### src/rtl/imem_watch_pkg.sv
// Shared types and helpers for the instruction-memory watch monitor.
// Lane selection and strobe overlap assume a 32-bit bus word.
package imem_watch_pkg;

   typedef enum logic [1:0] {
      IDLE   = 2'd0,
      EMPTY  = 2'd1,
      LOCKED = 2'd2
   } watch_state_t;

   localparam int WORD_W = 32;

   // Watched lane of a read word: halfword picked by addr bit 1, or the whole word.
   function automatic logic [WORD_W-1:0] lane_sel(
      input logic              lane,
      input logic [WORD_W-1:0] rdata,
      input int                gran
   );
      if (gran == 16) begin
         return lane ? {16'h0, rdata[31:16]} : {16'h0, rdata[15:0]};
      end
      return rdata;
   endfunction

   // True when the write strobes touch any byte of the watched granule.
   function automatic logic strb_overlap(
      input logic       lane,
      input logic [3:0] wstrb,
      input int         gran
   );
      if (gran == 16) begin
         return lane ? |wstrb[3:2] : |wstrb[1:0];
      end
      return |wstrb;
   endfunction

endpackage

### src/rtl/imem_watch_chan.sv
// One watch channel: arm/capture/compare state, fetch counter, mismatch flag.
// The top level decodes the handshake; this block only checks its own address.
module imem_watch_chan
   import imem_watch_pkg::*;
#(
   parameter int XLEN           = 32,
   parameter int GRAN           = 16,
   parameter int INVAL_ON_WRITE = 1,
   parameter int CNT_W          = 16
) (
   input  logic              clk,
   input  logic              reset_n,
   input  logic              arm,
   input  logic [XLEN-1:0]   addr_in,
   input  logic              fetch_hs,
   input  logic              write_hs,
   input  logic [XLEN-1:0]   mem_addr,
   input  logic [XLEN/8-1:0] mem_wstrb,
   input  logic [XLEN-1:0]   mem_rdata,
   output logic              locked,
   output logic [GRAN-1:0]   data,
   output logic [CNT_W-1:0]  cnt,
   output logic              err
);

   watch_state_t     state_q;
   watch_state_t     state_d;
   logic [XLEN-1:0]  addr_q;
   logic [XLEN-1:0]  addr_m;
   logic [GRAN-1:0]  data_q;
   logic [CNT_W-1:0] cnt_q;
   logic             err_q;
   logic             hit;
   logic             fetch_hit;
   logic             write_hit;
   logic [WORD_W-1:0] lane_w;
   logic [GRAN-1:0]  lane;

   assign addr_m = {addr_in[XLEN-1:2], (GRAN == 16) ? addr_in[1] : 1'b0, 1'b0};

   assign hit       = addr_q[XLEN-1:2] == mem_addr[XLEN-1:2];
   assign fetch_hit = fetch_hs & hit;
   assign write_hit = write_hs & hit & (INVAL_ON_WRITE != 0)
                    & strb_overlap(addr_q[1], mem_wstrb[3:0], GRAN);

   assign lane_w = lane_sel(addr_q[1], mem_rdata[WORD_W-1:0], GRAN);
   assign lane   = lane_w[GRAN-1:0];

   // Channel state register.
   always_ff @(posedge clk or negedge reset_n) begin
      if (!reset_n) state_q <= IDLE;
      else          state_q <= state_d;
   end

   // Next state: arm wins, fetch locks an empty channel, overlapping write unlocks.
   always_comb begin
      state_d = state_q;
      case (state_q)
         IDLE:    state_d = IDLE;
         EMPTY:   if (fetch_hit) state_d = LOCKED;
         LOCKED:  if (write_hit) state_d = EMPTY;
         default: state_d = IDLE;
      endcase
      if (arm) state_d = EMPTY;
   end

   // Address load, capture, compare and saturating fetch count.
   always_ff @(posedge clk or negedge reset_n) begin
      if (!reset_n) begin
         addr_q <= '0;
         data_q <= '0;
         cnt_q  <= '0;
         err_q  <= 1'b0;
      end else if (arm) begin
         addr_q <= addr_m;
         data_q <= '0;
         cnt_q  <= '0;
         err_q  <= 1'b0;
      end else if (fetch_hit && state_q != IDLE) begin
         if (state_q == EMPTY) data_q <= lane;
         if (state_q == LOCKED && lane != data_q) err_q <= 1'b1;
         if (cnt_q != {CNT_W{1'b1}}) cnt_q <= cnt_q + 1'b1;
      end
   end

   assign locked = state_q == LOCKED;
   assign data   = data_q;
   assign cnt    = cnt_q;
   assign err    = err_q;

endmodule

### src/rtl/imem_watch.sv
// Passive instruction-memory consistency monitor on the mem_* bus.
// Shared handshake decode, bus stability checker and the watch channels.
module imem_watch
   import imem_watch_pkg::*;
#(
   parameter int XLEN           = 32,
   parameter int NUM_WATCH      = 4,
   parameter int GRAN           = 16,
   parameter int INVAL_ON_WRITE = 1,
   parameter int CNT_W          = 16
) (
   input  logic                      clk,
   input  logic                      reset_n,
   input  logic                      mem_valid,
   input  logic                      mem_ready,
   input  logic                      mem_instr,
   input  logic [XLEN-1:0]           mem_addr,
   input  logic [XLEN/8-1:0]         mem_wstrb,
   input  logic [XLEN-1:0]           mem_rdata,
   input  logic                      arm,
   input  logic [NUM_WATCH*XLEN-1:0] watch_addr,
   output logic [NUM_WATCH-1:0]      locked,
   output logic [NUM_WATCH*GRAN-1:0] watch_data,
   output logic [NUM_WATCH*CNT_W-1:0] fetch_cnt,
   output logic [NUM_WATCH-1:0]      err_chan,
   output logic                      proto_err,
   output logic                      err
);

   logic              hs;
   logic              fetch_hs;
   logic              write_hs;
   logic              armed_q;
   logic              pend_q;
   logic [XLEN-1:0]   paddr_q;
   logic              pinstr_q;
   logic [XLEN/8-1:0] pwstrb_q;
   logic              perr_q;
   logic              unstable;
   logic              misalign;

   assign hs       = mem_valid & mem_ready;
   assign fetch_hs = hs & mem_instr & ~|mem_wstrb;
   assign write_hs = hs & |mem_wstrb;

   assign unstable = pend_q & (~mem_valid
                             | (mem_addr != paddr_q)
                             | (mem_instr != pinstr_q)
                             | (mem_wstrb != pwstrb_q));
   assign misalign = hs & |mem_addr[1:0];

   // Track the stalled request and raise sticky protocol errors once armed.
   always_ff @(posedge clk or negedge reset_n) begin
      if (!reset_n) begin
         armed_q  <= 1'b0;
         pend_q   <= 1'b0;
         paddr_q  <= '0;
         pinstr_q <= 1'b0;
         pwstrb_q <= '0;
         perr_q   <= 1'b0;
      end else begin
         pend_q   <= mem_valid & ~mem_ready;
         paddr_q  <= mem_addr;
         pinstr_q <= mem_instr;
         pwstrb_q <= mem_wstrb;
         if (arm) begin
            armed_q <= 1'b1;
            perr_q  <= 1'b0;
         end else if (armed_q && (unstable || misalign)) begin
            perr_q  <= 1'b1;
         end
      end
   end

   for (genvar i = 0; i < NUM_WATCH; i++) begin : g_chan
      imem_watch_chan #(
         .XLEN           (XLEN),
         .GRAN           (GRAN),
         .INVAL_ON_WRITE (INVAL_ON_WRITE),
         .CNT_W          (CNT_W)
      ) u_chan (
         .clk       (clk),
         .reset_n   (reset_n),
         .arm       (arm),
         .addr_in   (watch_addr[i*XLEN +: XLEN]),
         .fetch_hs  (fetch_hs),
         .write_hs  (write_hs),
         .mem_addr  (mem_addr),
         .mem_wstrb (mem_wstrb),
         .mem_rdata (mem_rdata),
         .locked    (locked[i]),
         .data      (watch_data[i*GRAN +: GRAN]),
         .cnt       (fetch_cnt[i*CNT_W +: CNT_W]),
         .err       (err_chan[i])
      );
   end

   assign proto_err = perr_q;
   assign err       = |err_chan | perr_q;

endmodule

### config.mk
export PLATFORM = sky130hd
export DESIGN_NAME = imem_watch
export DESIGN_NICKNAME = d
export VERILOG_FILES = /design/src/rtl/imem_watch_pkg.sv /design/src/rtl/imem_watch_chan.sv /design/src/rtl/imem_watch.sv
export SDC_FILE = /design/constraint.sdc
export NUM_CORES = 1
export LEC_CHECK = 0
export CAP_MARGIN = 20
export CORE_UTILIZATION = 35
export DETAILED_ROUTE_END_ITERATION = 10
export DONT_BUFFER_PORTS = 1
export SLEW_MARGIN = 20
export SYNTH_ARGS = -nofsm -noshare
export SYNTH_HDL_FRONTEND = slang
export SYNTH_SLANG_ARGS = --single-unit
### constraint.sdc
create_clock -name clk -period 7.2 [get_ports clk]
set_input_delay 0.36 -clock clk [delete_from_list [all_inputs] [get_ports clk]]
set_output_delay 0.36 -clock clk [all_outputs]
set_load 0.05 [all_outputs]
# Word level (Yosys, flattened, before mapping)

Index checks and enable logic that the tools add are counted.
W data, S select, Z words.

Add/subtract/negate cells: 4
Eq/ne operators: 31
Multiplexer cells: 62
Bitwise gates (word level): 25
Reduce and logical (&&, ||, !) cells: 53

Operators with widths:

| kind                    | number |
|---|---|
| $mux W16                | 28 |
| $eq A30 B30 Y1          | 4 |
| $add A16 B1 Y16 const B | 4 |
| $ne A16 B16 Y1          | 4 |
| $ne A16 B16 Y1 const B  | 4 |
| $reduce_bool A2 Y1      | 21 |
| $ne A32 B32 Y1          | 1 |
| $reduce_and A2 Y1       | 16 |
| $mux W2                 | 12 |
| $and A1 B1 Y1           | 19 |
| $mux W1                 | 18 |
| $pmux W2 S2             | 4 |
| $ne A3 B2 Y1 const B    | 4 |
| $ne A3 B3 Y1 const B    | 4 |
| $logic_and A1 B1 Y1     | 9 |
| $eq A2 B1 Y1 const B    | 4 |
| $eq A2 B2 Y1 const B    | 4 |
| $reduce_or A4 Y1        | 2 |
| $reduce_or A2 Y1        | 3 |
| $ne A4 B4 Y1            | 1 |
| $or A1 B1 Y1            | 4 |
| $not A1 Y1              | 2 |
| $logic_not A1 Y1        | 1 |
| $logic_or A1 B1 Y1      | 1 |
| $ne A1 B1 Y1            | 1 |

Bits in registers: 304
Input port bits: 202
Output and inout bits: 138
Logic and storage cells: 201

# Longest topological paths before layout

Depth in word-level cells: 9
Mapped depth: 10
Depth with buffers taken out: 7

# Cells and area by module

Synthesis repeated with hierarchy kept, for this count alone.

Cell total of the unflattened synthesis: 1,409
Area, all modules: 15,652.5 µm²

Modules (own cells, without submodules):

| module                                  | times used | cells an instance | area each (µm²) | seq. area each (µm²) |
|---|---|---|---|---|
| imem_watch_chan at g_chan[1].u_chan ... | 3          | 330               | 3,534.6         | 1,651.6 |
| imem_watch_chan at g_chan[0].u_chan     | 1          | 314               | 3,562.2         | 1,651.6 |
| imem_watch                              | 1          | 105               | 1,486.4         | 1,001.0 |

# Least setup slack after synthesis

No wires, ideal clock.

Kind: input -> register
Start: input port mem_wstrb[0]
End: register g_chan[2].u_chan.cnt_q[13]
Library setup time: 0.125 ns
Arrival time: 2.558 ns
Required time: 7.075 ns
Slack: 4.518 ns
Stages: 7
Path buffers: 2
Cells stage by stage: or3b_4 -> or4_4 -> or4_1 -> clkbuf_1 -> clkbuf_1 -> nor3_1 -> mux2_2

Cells in the longest elaborated chain, start to end: 7

Ends and longest elaborated chain:

| what                         | line                  | source |
|---|---|---|
| start, declared              | imem_watch.sv:18      | `input logic [XLEN/8-1:0] mem_wstrb,` |
| $reduce_or A4 Y1             | n/a                   |  |
| $logic_not A1 Y1             | imem_watch.sv:43      | `assign fetch_hs = hs & mem_instr & ~\|mem_wstrb;` |
| $and A1 B1 Y1                | imem_watch.sv:43      |  |
| $and A1 B1 Y1                | imem_watch_chan.sv:42 | `assign fetch_hit = fetch_hs & hit;` |
| $logic_and A1 B1 Y1          | imem_watch_chan.sv:79 | `end else if (fetch_hit && state_q != IDLE) begin` |
| $reduce_bool A2 Y1 (no line) | n/a                   |  |
| $reduce_and A2 Y1 (no line)  | n/a                   |  |
| end signal, assigned         | imem_watch_chan.sv:82 | `if (cnt_q != {CNT_W{1'b1}}) cnt_q <= cnt_q + 1'b1;` |
| end, declared                | imem_watch_chan.sv:31 | `logic [CNT_W-1:0] cnt_q;` |

No other way between the ends.
A chain may end at the register's enable or synchronous reset.

# Final worst setup path

Start: register g_chan[0].u_chan.addr_q[18]
End: register g_chan[0].u_chan.cnt_q[11]

Cells in the longest elaborated chain, start to end: 5

Ends and longest elaborated chain:

| what                         | line                  | source |
|---|---|---|
| start, declared              | imem_watch_chan.sv:28 | `logic [XLEN-1:0] addr_q;` |
| start signal, assigned       | imem_watch_chan.sv:75 | `addr_q <= addr_m;` |
| $eq A30 B30 Y1               | imem_watch_chan.sv:41 | `assign hit = addr_q[XLEN-1:2] == mem_addr[XLEN-1:2];` |
| $and A1 B1 Y1                | imem_watch_chan.sv:42 |  |
| $logic_and A1 B1 Y1          | imem_watch_chan.sv:79 |  |
| $reduce_bool A2 Y1 (no line) | n/a                   |  |
| $reduce_and A2 Y1 (no line)  | n/a                   |  |
| end signal, assigned         | imem_watch_chan.sv:82 |  |
| end, declared                | imem_watch_chan.sv:31 |  |

No other way between the ends.

==> metrics.txt <==
CTS tree built; hold crit path type input pin to async pin; DP HPWL 33.08 mm; fraction of synthesized cell area in xor and xnor cells 12.28%; antenna-violating nets left 0; clock skew 0.01860 ns; LEAKAGE 7.606 nW; worst hold slack -0.4771 ns; H-tree Lvls 2; Clk Latency, worst-skew pair 0.55 ns; grt ovf 0; post-synthesis sequential area ratio 48.71%; Peak VDD IR 0.2333 mV; Final Cycle Share 46.54%; Wirelength per Cell 23.10 um; Worst Setup End Kind flip-flop; initial antenna violation count 3; clock buffer depth 3; top post-synthesis cells by area dfrtp_1 49%, mux2_2 11%, xor2_1 9.5%; Yosys reg bits 304; Worst-path clk slew 0.06 ns; Sink Count 304; FF-to-FF setup slack 3.85 ns; Synth warnings 0; postcts setup bufs 0; Cell Rows 77; actual transition at the worst max-transition pin 1.095 ns; Die W 213.2 um; largest net degree at the start of global routing 305; multiplexer share of the synthesized area 14.97%; starting DRC count in detailed routing 807; EDFF count, synth 0; core area 0.04412 mm^2; Top FF cell, synth dfrtp_1; final routed DRC violation total 0; Worst Path Arrival 3.81 ns; Max-slew headroom 26.97%; largest family of logic cells by synthesized area multiplexers; Fmax 298.4 MHz; Post-Synth Simple-Gate Area 12.67%; syn_nets 1623; drt pass-1 iters 5; IO Count 340; Finished Layout Cells 2145; dpl cells 1913; Unique masters post-synth 55; first-pass GRT wire length 73.83 mm; crit path time final 3.351 ns; share of cells above drive strength 1 15.33%; RSZ-0062 raised after global routing false; share of the synthesized area in the top cell type 48.71%; Final Hold Fails 304; Nets 1732; Total Routing Usage GR 21.55%; final setup margin 3.849 ns; Final Max Slew Viols 0; Antenna Cells 0; final setup vio count 0; Max-cap violations 0; vias after detailed routing 11590; Initial Utilization 35.39%; Power, Total 4.230 mW; Compound-Gate Fraction of Synth Area 7.828%; RD Place Congestion 0.8347; Layout area overhead 21.53%; vias in the first global route 11950; final core utilization 43.01%; CTS Root Cell clkbuf_16; largest fanout on the critical path 28; Synth area leader dfrtp_1; Netlist Area Pre-Place 0.01562 mm^2; PD cells 222.9 mW/mm^2; failing checks negative hold slack; status finished with violations; setup tns final 0 ns; Buffers on Ports 0; DRT Wirelength 49.54 mm; required time worst endpoint 7.66 ns; post-synthesis adder-cell area fraction 0.3205%; average cell area after synthesis 11.02 um^2; CTS Buf Count 38; # hold bufs at CTS 165; vias per cell 5.405; Place WS 3.927 ns; CP startpoint kind flip-flop; kind of critical path flip-flop to flip-flop; die height 213.2 um; Synth Instances 1417; share of flip-flops with an asynchronous set or reset 100.0%; die area 0.04547 mm^2
-- path summary, 6_finish.rpt --
kind / start / cells after the start / end
min reg2reg: armed_q / 1 / armed_q
min in group clk: arm / 2 / g_chan[3].u_chan.cnt[10]
max reg2reg: g_chan[0].u_chan.addr_q[18] / 6 / g_chan[0].u_chan.cnt[11]
min: reset_n / 0 / g_chan[1].u_chan.data[9]
max in group asynchronous: reset_n / 0 / g_chan[2].u_chan.cnt[5]
max: g_chan[0].u_chan.addr_q[18] / 6 / g_chan[0].u_chan.cnt[11]
-- per-layer routing --
layer  global-route usage, %  vias up  routed length, um  share of wire, %
li1                        -     5272                  -                 -
met1                   27.17     5847              20900                42
met2                   35.97      391              23940                48
met3                   5.354       81               3442               6.9
met4                   7.094        2               1248               2.5
met5                       0        -                 12             0.024
-- cell families after synthesis --
family                   after synthesis
AND/OR/NAND/NOR                      362
flip-flops                           304
XOR/XNOR                             219
multiplexers                         215
AO/OA/AOI/OAI                        191
buffers and inverters                122
adder cells (fa/ha/maj)                4
-- worst max-delay path, cell delays in order, from the launching register on --
cell	delay, ns
dfrtp_1	0.38
xor2_1	0.14
nor4_1	0.79
o2111ai_1	0.25
or4_1	0.94
or4_1	0.60
a21oi_1	0.15
-- layout by cell type, fill, tap and decap left out, drive strengths merged, types with 5 or more instances in the layout --
master,count
dfrtp,304
xor2,170
dlygate4sd3,163
mux2,148
nor2,86
mux2i,67
a21oi,63
nor4,59
clkbuf,52
a211oi,50
xnor2,49
nand2,43
nand3,33
o21ai,30
or3,29
nand4,27
or4,24
nor2b,20
o31ai,18
inv,17
nor3,13
buf,13
clkinv,8
or2,7
and3,6
o41ai,5
-- state kept, by name (all words and copies together) (netlist names) --
register and count:
pend_q 1, armed_q 1, g_chan.u_chan.cnt 64, proto_err 1, paddr_q 32, g_chan.u_chan.state_q 8
pwstrb_q 4, g_chan.u_chan.addr_q 124, g_chan.u_chan.err 4, g_chan.u_chan.data 64, pinstr_q 1
-- repair_timing --
action / CTS / global route
hold endpoints to repair: 587 / 304
gates resized for setup: 0 / 0
endpoints found under the setup margin: 0 / 0
-- cell usage after synthesis (3+ instances only) --
library cell and count:
dfrtp_1 304, xor2_1 170, mux2_2 148, nor2_1 86, clkbuf_1 84, mux2i_1 67, a21oi_1 63, nor4_1 57
a211oi_1 50, xnor2_1 49, nand2_1 43, nand3_1 33, o21ai_0 30, or3_1 29, nand4_1 27, or4_1 22
nor2b_1 20, o31ai_1 18, inv_1 15, nor3_1 13, buf_1 8, buf_4 8, or2_2 7, and3_1 6
buf_2 5, o41ai_1 5, a31oi_1 4, and4_1 4, ha_1 4, o21a_1 3, o311ai_0 3
-- area by class of cell --
type | instances | area, um^2
inverter | 15 | 56.30
tap | 592 | 740.7
multi-input combinational | 991 | 7535
timing repair buffer | 176 | 1762
fill | 4173 | 25150
clock inverter | 15 | 203.9
sequential | 304 | 7607
clock buffer | 52 | 1074
-- per-stage QoR --
step	hold slack, ns	cell area [um^2]
after global routing	-0.4978	18980
final	-0.4771	18980
after floorplan	0.06441	15620
after detailed placement	0.07711	16020
after global placement	0.07739	16020
after CTS	-0.5152	18980
-- report_power, final --
group	total [mW]	internal [mW]	switching [mW]	leakage, nW
clock network	1.96	1.19	0.772	0.627
logic	0.397	0.235	0.161	3.13
registers	1.87	1.79	0.0793	3.85
Note: power is estimated with default switching activity, not from simulation.
